==> src/rtl/cache_fill_fsm_pkg.sv <==
// Shared constants and state encoding for the cache block fill logic.
// The cache tag/index slicing imports the same block geometry from here,
// so the fill engine and the tag logic can never disagree on alignment.
package cache_fill_fsm_pkg;

  typedef enum logic {
    IDLE = 1'b0,
    FILL = 1'b1
  } fill_state_t;

  // Default block geometry: 8 words of 16 bits, byte addressed.
  localparam int unsigned WORDS_PER_BLOCK = 8;
  localparam int unsigned OFFSET_BITS     = $clog2(2 * WORDS_PER_BLOCK);
  localparam int unsigned WORD_IDX_BITS   = $clog2(WORDS_PER_BLOCK);

endpackage

==> src/rtl/cache_fill_fsm_counter.sv <==
// block_word_counter: clearable, enabled up-counter with a terminal-count flag.
// Used twice by cache_fill_fsm: once to pace read requests, once to
// count returning words.
// Ports:
//   clk, rst_n  clock, asynchronous active-low reset
//   clr         synchronous clear to zero (has priority over en)
//   en          increment by one
//   count       current count
//   at_limit    count == LIMIT
module block_word_counter
  import cache_fill_fsm_pkg::*;
#(
  parameter int unsigned WIDTH = WORD_IDX_BITS + 1,
  parameter int unsigned LIMIT = WORDS_PER_BLOCK
) (
  input  logic             clk,
  input  logic             rst_n,
  input  logic             clr,
  input  logic             en,
  output logic [WIDTH-1:0] count,
  output logic             at_limit
);

  always_ff @(posedge clk or negedge rst_n) begin
    if (!rst_n) begin
      count <= '0;
    end else if (clr) begin
      count <= '0;
    end else if (en) begin
      count <= count + 1'b1;
    end
  end

  assign at_limit = (count == WIDTH'(LIMIT));

endmodule

==> src/rtl/cache_fill_fsm.sv <==
// cache_fill_fsm: cache miss handler. On a miss it issues one read per
// cycle for every word of the aligned block, writes each returned word into
// the cache data array, and pulses the tag write when the last word lands.
// Optional build macro: CACHE_FILL_CRITICAL_WORD_FIRST_EN -- requests start
// at the missed word and wrap around the block.
// Ports:
//   clk, rst_n         clock, asynchronous active-low reset
//   miss_detected      cache miss this cycle (miss_address sampled with it)
//   miss_address       byte address that missed
//   fsm_busy           fill in progress; pipeline stalls while high
//   memory_address     byte address of the current read request
//   memory_enable      read request valid
//   memory_wr          always 0; reads only
//   memory_data_valid  read-return strobe
//   memory_data        read-return data
//   write_data_array   write cache_data at cache_word_index
//   cache_word_index   word slot within the block
//   cache_data         word to write (pass-through of memory_data)
//   write_tag_array    one-cycle pulse: block complete, commit the tag
module cache_fill_fsm #(
  parameter int unsigned DWIDTH          = 16,
  parameter int unsigned AWIDTH          = 16,
  parameter int unsigned WORDS_PER_BLOCK = 8,
  parameter int unsigned MEM_LATENCY     = 4
) (
  input  logic                               clk,
  input  logic                               rst_n,
  input  logic                               miss_detected,
  input  logic [AWIDTH-1:0]                  miss_address,
  output logic                               fsm_busy,
  output logic [AWIDTH-1:0]                  memory_address,
  output logic                               memory_enable,
  output logic                               memory_wr,
  input  logic                               memory_data_valid,
  input  logic [DWIDTH-1:0]                  memory_data,
  output logic                               write_data_array,
  output logic [$clog2(WORDS_PER_BLOCK)-1:0] cache_word_index,
  output logic [DWIDTH-1:0]                  cache_data,
  output logic                               write_tag_array
);

  import cache_fill_fsm_pkg::*;

  localparam int unsigned IDX_W = $clog2(WORDS_PER_BLOCK);
  localparam int unsigned CNT_W = IDX_W + 1;
  localparam int unsigned OFF_W = $clog2(2 * WORDS_PER_BLOCK);
  localparam logic [AWIDTH-1:0] BASE_MASK = {{(AWIDTH - OFF_W){1'b1}}, {OFF_W{1'b0}}};

  // The fill never stalls, so MEM_LATENCY only constrains legal parameter sets.
  if (MEM_LATENCY < 1 || WORDS_PER_BLOCK < 2 ||
      (WORDS_PER_BLOCK & (WORDS_PER_BLOCK - 1)) != 0) begin : g_param_check
    $error("cache_fill_fsm: unsupported parameter set");
  end

  fill_state_t        state, state_nxt;
  logic [AWIDTH-1:0]  block_base;
  logic [CNT_W-1:0]   issue_cnt, recv_cnt;
  logic               issue_done, recv_last;
  logic [IDX_W-1:0]   issue_word, recv_word;
  logic               cnt_clr;

  always_ff @(posedge clk or negedge rst_n) begin
    if (!rst_n) begin
      state      <= IDLE;
      block_base <= '0;
    end else begin
      state <= state_nxt;
      if (state == IDLE && miss_detected) begin
        block_base <= miss_address & BASE_MASK;
      end
    end
  end

`ifdef CACHE_FILL_CRITICAL_WORD_FIRST_EN
  logic [IDX_W-1:0] off0;

  always_ff @(posedge clk or negedge rst_n) begin
    if (!rst_n) begin
      off0 <= '0;
    end else if (state == IDLE && miss_detected) begin
      off0 <= miss_address[OFF_W-1:1];
    end
  end

  // IDX_W-bit sums wrap modulo WORDS_PER_BLOCK, giving the wrap-around order.
  assign issue_word = issue_cnt[IDX_W-1:0] + off0;
  assign recv_word  = recv_cnt[IDX_W-1:0] + off0;
`else
  assign issue_word = issue_cnt[IDX_W-1:0];
  assign recv_word  = recv_cnt[IDX_W-1:0];
`endif

  // Counters sit at zero throughout IDLE, so a miss always starts from 0.
  assign cnt_clr = (state == IDLE);

  block_word_counter #(
    .WIDTH (CNT_W),
    .LIMIT (WORDS_PER_BLOCK)
  ) u_issue_cnt (
    .clk      (clk),
    .rst_n    (rst_n),
    .clr      (cnt_clr),
    .en       (memory_enable),
    .count    (issue_cnt),
    .at_limit (issue_done)
  );

  block_word_counter #(
    .WIDTH (CNT_W),
    .LIMIT (WORDS_PER_BLOCK - 1)
  ) u_recv_cnt (
    .clk      (clk),
    .rst_n    (rst_n),
    .clr      (cnt_clr),
    .en       (write_data_array),
    .count    (recv_cnt),
    .at_limit (recv_last)
  );

  always_comb begin
    state_nxt        = state;
    fsm_busy         = 1'b0;
    memory_enable    = 1'b0;
    memory_address   = '0;
    write_data_array = 1'b0;
    write_tag_array  = 1'b0;
    cache_word_index = recv_word;
    case (state)
      IDLE: begin
        if (miss_detected) begin
          state_nxt = FILL;
        end
      end
      FILL: begin
        fsm_busy = 1'b1;
        if (!issue_done) begin
          memory_enable  = 1'b1;
          memory_address = block_base + AWIDTH'({issue_word, 1'b0});
        end
        if (memory_data_valid) begin
          write_data_array = 1'b1;
          if (recv_last) begin
            write_tag_array = 1'b1;
            state_nxt       = IDLE;
          end
        end
      end
      default: state_nxt = IDLE;
    endcase
  end

  assign memory_wr  = 1'b0;
  assign cache_data = memory_data;

endmodule
==> config.mk <==
export PLATFORM = sky130hd
export DESIGN_NAME = cache_fill_fsm
export DESIGN_NICKNAME = d
export VERILOG_FILES = /design/src/rtl/cache_fill_fsm_pkg.sv /design/src/rtl/cache_fill_fsm_counter.sv /design/src/rtl/cache_fill_fsm.sv
export SDC_FILE = /design/constraint.sdc
export NUM_CORES = 1
export LEC_CHECK = 0
export ABC_AREA = 0
export ABC_CLOCK_PERIOD_IN_PS = 2300
export CAP_MARGIN = 20
export CORE_MARGIN = 2
export CORE_UTILIZATION = 27
export DETAILED_ROUTE_END_ITERATION = 10
export GPL_ROUTABILITY_DRIVEN = 0
export SETUP_SLACK_MARGIN = 0.5
export SKIP_CTS_REPAIR_TIMING = 1
export SKIP_LAST_GASP = 1
export SLEW_MARGIN = 20
export SYNTH_ARGS = -nofsm -noshare
export SYNTH_HDL_FRONTEND = slang
export SYNTH_HIERARCHICAL = 1
export SYNTH_SLANG_ARGS = --single-unit
==> constraint.sdc <==
create_clock -name clk -period 2.3 [get_ports clk]
set_input_delay 0.23 -clock clk [delete_from_list [all_inputs] [get_ports clk]]
set_output_delay 0.23 -clock clk [all_outputs]
set_load 0.02 [all_outputs]
==> results of run 1 <==
-- critical path, cell delays in order, from the launching register on --
cell,delay [ns]
dfrtp_1,0.42
inv_1,0.07
ha_2,0.16
nand2_2,0.06
nor2_4,0.13
and2b_4,0.23
and2_1,0.15
dlymetal6s2s_1,0.21
-- per-stage QoR --
stage	setup TNS, ns	hold slack, ns
after detailed placement	0	0.460
after CTS	-2.78	0.316
after global routing	0	0.331
after global placement	0	0.460
after floorplan	0	-0.0656
final	0	0.319
-- synth_stat cells, types with 2 or more instances --
cell type | n | area (um^2)
inv_1 | 3 | 11.3
buf_4 | 19 | 143
ha_1 | 3 | 37.5
dfrtp_1 | 21 | 526
mux2i_1 | 2 | 20.0
xnor2_1 | 2 | 17.5
nand2_1 | 2 | 7.51
a21oi_1 | 2 | 10.0
and2_1 | 15 | 93.8
nand4_1 | 2 | 12.5
nand3b_1 | 2 | 15.0
mux2_4 | 12 | 180
nor2_1 | 10 | 37.5
a21bo_2 | 2 | 20.0
mux2_2 | 2 | 22.5
nor2b_1 | 2 | 12.5
-- state kept, by name (all words and copies together) (netlist names) --
name	flops
u_issue_cnt/count	4
state	1
block_base	12
u_recv_cnt/count	4
-- per-layer routing --
| metal | up-vias | global-route usage [%] | share of wire [%] |
|---|---|---|---|
| met2 | 33 | 15.0 | 48 |
| li1 | 384 | - | - |
| met1 | 390 | 11.2 | 42 |
| met3 | 6 | 2.71 | 8.8 |
| met5 | - | 0 | 0 |
| met4 | 0 | 2.73 | 0.69 |
-- cell type report --
class | instances | area (um^2) | share of cell area (%)
multi-input cells | 66 | 587 | 35.1
flip-flops and latches | 21 | 527 | 31.5
repair buffers | 42 | 435 | 26.0
well taps | 52 | 65.1 | 3.89
clock buffers | 3 | 41.3 | 2.47
inverters | 3 | 11.3 | 0.674
clock inverters | 1 | 5.00 | 0.299
-- final timing paths --
path | slack [ns] | startpoint | endpoint
max in group asynchronous | 1.75 | rst_n | state$_DFF_PN0_
max reg2reg | 0.56 | u_issue_cnt/count[1]$_DFFE_PN0P_ | u_issue_cnt/count[3]$_DFFE_PN0P_
max | 0.38 | u_issue_cnt/count[1]$_DFFE_PN0P_ | memory_address[7]
min | 0.32 | rst_n | block_base[4]$_DFFE_PN0P_
min in group clk | 0.46 | memory_data[12] | cache_data[12]
min reg2reg | 0.51 | block_base[7]$_DFFE_PN0P_ | block_base[7]$_DFFE_PN0P_
-- power breakdown --
| group | switching, mW | internal [mW] | total (mW) |
|---|---|---|---|
| sequential | 0.141 | 0.550 | 0.691 |
| clock | 0.121 | 0.120 | 0.241 |
| combinational | 0.655 | 0.912 | 1.57 |
-- cell families (layout without fill, tap and decap cells) --
group                    count (synthesis)  in the layout
adder cells (fa/ha/maj)                  3              3
other                                    1              2
AND/OR/NAND/NOR                         37             39
flip-flops                              21             21
buffers and inverters                   23             49
XOR/XNOR                                 2              2
AO/OA/AOI/OAI                            4              4
multiplexers                            16             16
==> impl_results.md, run 1 <==
* IO buf count at 37
* Register bit total from synthesis at 21
* Residual DRC at 0
* Die Wd at 71.0 um
* Sink Count at 21
* Skew final at 0.00166 ns
* Vias in the first global route at 816
* Final Hold Viols at 0
* Adder-cell area share of the yosys netlist at 3.09%
* Post-DR wirelength/cell at 13.1 um
* Total gr overflow at 0
* Cell variety after synth at 22
* Final Critical Period at 1.92 ns
* Final Max Slew Viols at 0
* Die Height at 71.0 um
* LEAKAGE at 0.811 nW
* Layout Nets at 176
* Setup CP Type: reg2out
* Most frequent cells in the layout: 20 x dfrtp_1, 19 x clkdlybuf4s50_1, 14 x buf_6
* Drt first pass iters at 4
* Commonest non-fill, non-tap cell in the layout: dfrtp_1
* Fillers at 403
* Synth warn at 6
* Power after layout at 2.50 mW
* Post-synthesis cell count at 107
* Total Wirelength at 2460 um
* Largest family of logic cells by synthesized area: multiplexers
* XOR/XNOR share of the synthesized area at 1.44%
* HP Class: in2async
* FMAX at 521 MHz
* Final setup fails at 0
* Crit path arrival time at 1.69 ns
* RSZ-0062 raised after global routing: true
* Reg clk slew, reported paths at 0.08 ns
* Synth Cell Area at 1210 um^2
* Reg2reg path depth at 8
* Share of cells above drive strength 1 at 44.1%
* CTS max path bufs at 2
* CORE AREA at 4350 um^2
* Number of DRC markers in iteration 0 at 3
* Post-Synth Simple-Gate Area at 17.4%
* Post-Route Utilization at 38.4%
* Cell Count Post-Placement at 180
* H-tree levels at 1
* Cell row count at 24
* Max FO, Critical Path at 7
* VDD IR max at 0.714 mV
* Via density at 4.32
* Post-synth EDFFs at 0
* Mux cell area share after synthesis at 18.4%
* Tcrit/Tclk final at 83.4%
* Global-route wire length before repair at 3680 um
* Finished Cell Area at 1670 um^2
* Placed Instance Area at 1520 um^2
* CP required at 2.07 ns
* Crit end category: output port
* Mean Syn Cell Area at 11.3 um^2
* HPWL after DPL at 1700 um
* Via Count at 813
* # Max-Cap Violations at 0
* Pwr/cell area at 1500 nW/um^2
* GRT Overall Usage at 8.97%
* Sequential cell area fraction in the yosys report at 43.3%
* Initial Util at 27.9%
* Status: finished, final reports clean
* Placement Setup Slack at 0.0973 ns
* Post-route ant nets at 0
* Num ports at 76
* Area Growth Syn to Fin at 37.7%
* Post-route setup slack at 0.381 ns
* Initial antenna violation count at 0
* Root Driver: clkbuf_8
* Top_reg_cell synth: dfrtp_1
* Crit path launch type: flip-flop
* Die area at 5050 um^2
* Pin count of the biggest net entering global routing at 22
* Worst skew pair latency at 0.26 ns
* CTS tree: built
* Share of flip-flops with an asynchronous set or reset at 100%
* Non-Filler Instances at 188
* Compound-Gate Fraction of Synth Area at 2.47%
* CTS buffer count at 3
* N_diodes at 0
Power figures use the tool's default switching activity.
==> run 2, diff against run 1 <==
--- a/config.mk
+++ b/config.mk
@@ -6,7 +6,7 @@
 export NUM_CORES = 1
 export LEC_CHECK = 0
 export ABC_AREA = 0
-export ABC_CLOCK_PERIOD_IN_PS = 2300
+export ABC_CLOCK_PERIOD_IN_PS = 1900
 export CAP_MARGIN = 20
 export CORE_MARGIN = 2
 export CORE_UTILIZATION = 27
==> constraint.sdc (replaced) <==
create_clock -name clk -period 1.9 [get_ports clk]
set_input_delay 0.19 -clock clk [delete_from_list [all_inputs] [get_ports clk]]
set_output_delay 0.19 -clock clk [all_outputs]
set_load 0.02 [all_outputs]
==> impl_results.md, run 2 (synthesis results as in run 1) <==
* H-tree levels at 1 (unchanged)
* # Max-Cap Violations at 0 (unchanged)
* CP max stage delay at 0.40 ns (-0.02 ns)
* GRT Overall Usage at 9.73% (+0.75 points)
* Final setup fails at 0 (unchanged)
* Die Wd at 71.0 um (unchanged)
* LEAKAGE at 0.876 nW (+8.0%)
* Placement Setup Slack at -0.146 ns (-0.244 ns)
* Cell row count at 24 (unchanged)
* Final Hold Viols at 0 (unchanged)
* Registers with the most flip-flops: block_base (12), u_issue_cnt/count (4), u_recv_cnt/count (4)
* CTS tree: built
* IO buf count at 37 (unchanged)
* RSZ-0062 raised after global routing: true
* HPWL after DPL at 1770 um (+4.0%)
* Setup CP Type: reg2out
* Reg-to-Reg End: u_issue_cnt/count[1]$_DFFE_PN0P_
* CTS max path bufs at 2 (unchanged)
* Die area at 5050 um^2 (unchanged)
* Tcrit/Tclk final at 91.7%
* Crit-path slowest cell: dfrtp_1
* Drt first pass iters at 4 (unchanged)
* Power after layout at 3.27 mW (+31%)
* Initial Util at 27.9% (unchanged)
* Die Height at 71.0 um (unchanged)
* Cell Count Post-Placement at 183 (+1.7%)
* Area occupied by multi-input gates at 641 um^2 (+9.2%)
* Skew final at 0.00561 ns (+0.00395 ns)
* Crit path launch type: flip-flop
* Reg clk slew, reported paths at 0.08 ns (about the same)
* Global-route wire length before repair at 3830 um (+4.1%)
* Largest register FFs at 12 (unchanged)
* N_diodes at 0 (unchanged)
* Biggest register: block_base
* Num ports at 76 (unchanged)
* Vias in the first global route at 848 (+3.9%)
* Layout Nets at 182 (+3.4%)
* Total Wirelength at 2820 um (+15%)
* Pwr/cell area at 1820 nW/um^2 (+22%)
* Initial antenna violation count at 0 (unchanged)
* Crit end category: output port
* Area Growth Syn to Fin at 48.0%
* Final Max Slew Viols at 0 (unchanged)
* Worst skew pair latency at 0.26 ns (about the same)
* Crit Reg-Reg Startpoint: u_issue_cnt/count[0]$_DFFE_PN0P_
* Post-DR wirelength/cell at 14.6 um (+11%)
* VDD IR max at 0.665 mV (-6.8%)
* Post-route ant nets at 0 (unchanged)
* Reg2reg path depth at 9 (+1)
* CTS buffer count at 3 (unchanged)
* Via Count at 834 (+2.6%)
* CORE AREA at 4350 um^2 (unchanged)
* Fillers at 424 (+5.2%)
* Worst path cell trace: inv_2 > ha_4 > nand2_4 > nor2_4 > and2b_4 > and2_4 > buf_6
* FMAX at 574 MHz
* Final Critical Period at 1.74 ns
* Most frequent cells in the layout: 21 x dfrtp_1, 20 x buf_6, 15 x and2_4, 15 x clkdlybuf4s50_1, 12 x mux2_4
* HP Class: in2async
* Non-Filler Instances at 194 (+3.2%)
* Pin count of the biggest net entering global routing at 22 (unchanged)
* Family with the most delay on the worst path: simple AND/OR/NAND/NOR gates
* CP required at 1.71 ns (-0.36 ns)
* Sink Count at 21 (unchanged)
* Total gr overflow at 0 (unchanged)
* FF+latch area at 526 um^2 (-0.24%)
* Number of DRC markers in iteration 0 at 17 (+14)
* R2R setup slack at 0.30 ns (-0.26 ns)
* CP Buf/Inv Count at 2 (unchanged)
* Crit path arrival time at 1.55 ns (-0.14 ns)
* Post-route setup slack at 0.158 ns (-0.223 ns)
* Share of cells above drive strength 1 at 54.9% (+11 points)
* Max FO, Critical Path at 5 (-2)
* Residual DRC at 0 (unchanged)
* Root Driver: clkbuf_8
* Commonest non-fill, non-tap cell in the layout: dfrtp_1
* Via density at 4.30 (-0.59%)
* Status: finished, final reports clean
-- run 2: changes by cell type in the layout (fill, tap and decap cells not counted), sizes merged --
cell           before  now
clkdlybuf4s50      19   15
buf                19   26
clkbuf              3    5
and2b               3    4
-- run 2: cell type report --
class,instances,area share (%)
sequential,21,29.2
timing repair buffer,47,28.3
clock inverter,1,0.279
multi-input combinational,67,35.7
inverter,3,0.627
clock buffer,3,2.30
tap,52,3.62
-- run 2: how the worst max path moves through the flow --
stage,startpoint,cells past startpoint,endpoint,slack [ns]
4_1_cts,u_issue_cnt/count[0]$_DFFE_PN0P_,7,memory_address[13],-0.45
2_1_floorplan,u_issue_cnt/count[0]$_DFFE_PN0P_,8,u_issue_cnt/count[3]$_DFFE_PN0P_,0.29
5_1_grt,u_issue_cnt/count[0]$_DFFE_PN0P_,7,memory_address[3],0.1
3_3_place_gp,u_issue_cnt/count[1]$_DFFE_PN0P_,7,memory_address[3],-0.12
3_5_place_dp,u_issue_cnt/count[1]$_DFFE_PN0P_,7,memory_address[1],-0.15
6_report,u_issue_cnt/count[0]$_DFFE_PN0P_,7,memory_address[3],0.16
-- run 2: stage by stage --
step / cell area (um^2) / setup TNS [ns] / hold WS, ns / utilization [%]
3_5_place_dp: 1560 / -2.08 / 0.380 / 35.8
6_report: 1800 / 0 / 0.268 / 41.3
3_3_place_gp: 1560 / -1.60 / 0.380 / 35.8
5_1_grt: 1800 / 0 / 0.297 / 41.3
2_1_floorplan: 1240 / 0 / -0.106 / -
4_1_cts: 1600 / -6.95 / 0.277 / 36.8
-- run 2: where the power goes --
group	total, mW	switching [mW]	internal (mW)
Clock	0.292	0.146	0.146
Sequential	0.826	0.161	0.665
Combinational	2.15	0.879	1.27
-- run 2: layer usage --
layer / wire, um / up-vias / global-route usage (%)
met5: 0 / - / 0
met4: 57 / 0 / 5.45
met3: 156 / 6 / 2.56
met2: 1420 / 31 / 17.1
met1: 1190 / 399 / 10.5
li1: - / 398 / -
-- run 2: worst register-to-register path, delay by kind of cell, from the launching register on --
family	cells	cell delay [ns]
flip-flops	1	0.40
multiplexers	1	0.13
AND/OR/NAND/NOR	4	0.50
buffers and inverters	3	0.32
adder cells (fa/ha/maj)	1	0.14
==> run 3, diff against run 2 <==
--- a/config.mk
+++ b/config.mk
@@ -10,6 +10,7 @@
 export CAP_MARGIN = 20
 export CORE_MARGIN = 2
 export CORE_UTILIZATION = 27
+export CTS_BUF_LIST = sky130_fd_sc_hd__clkbuf_4 sky130_fd_sc_hd__clkbuf_8 sky130_fd_sc_hd__clkbuf_16
 export DETAILED_ROUTE_END_ITERATION = 10
 export GPL_ROUTABILITY_DRIVEN = 0
 export SETUP_SLACK_MARGIN = 0.5
==> results of run 3 <==
No change in the layout: final DEF, timing and power equal those of run 2.
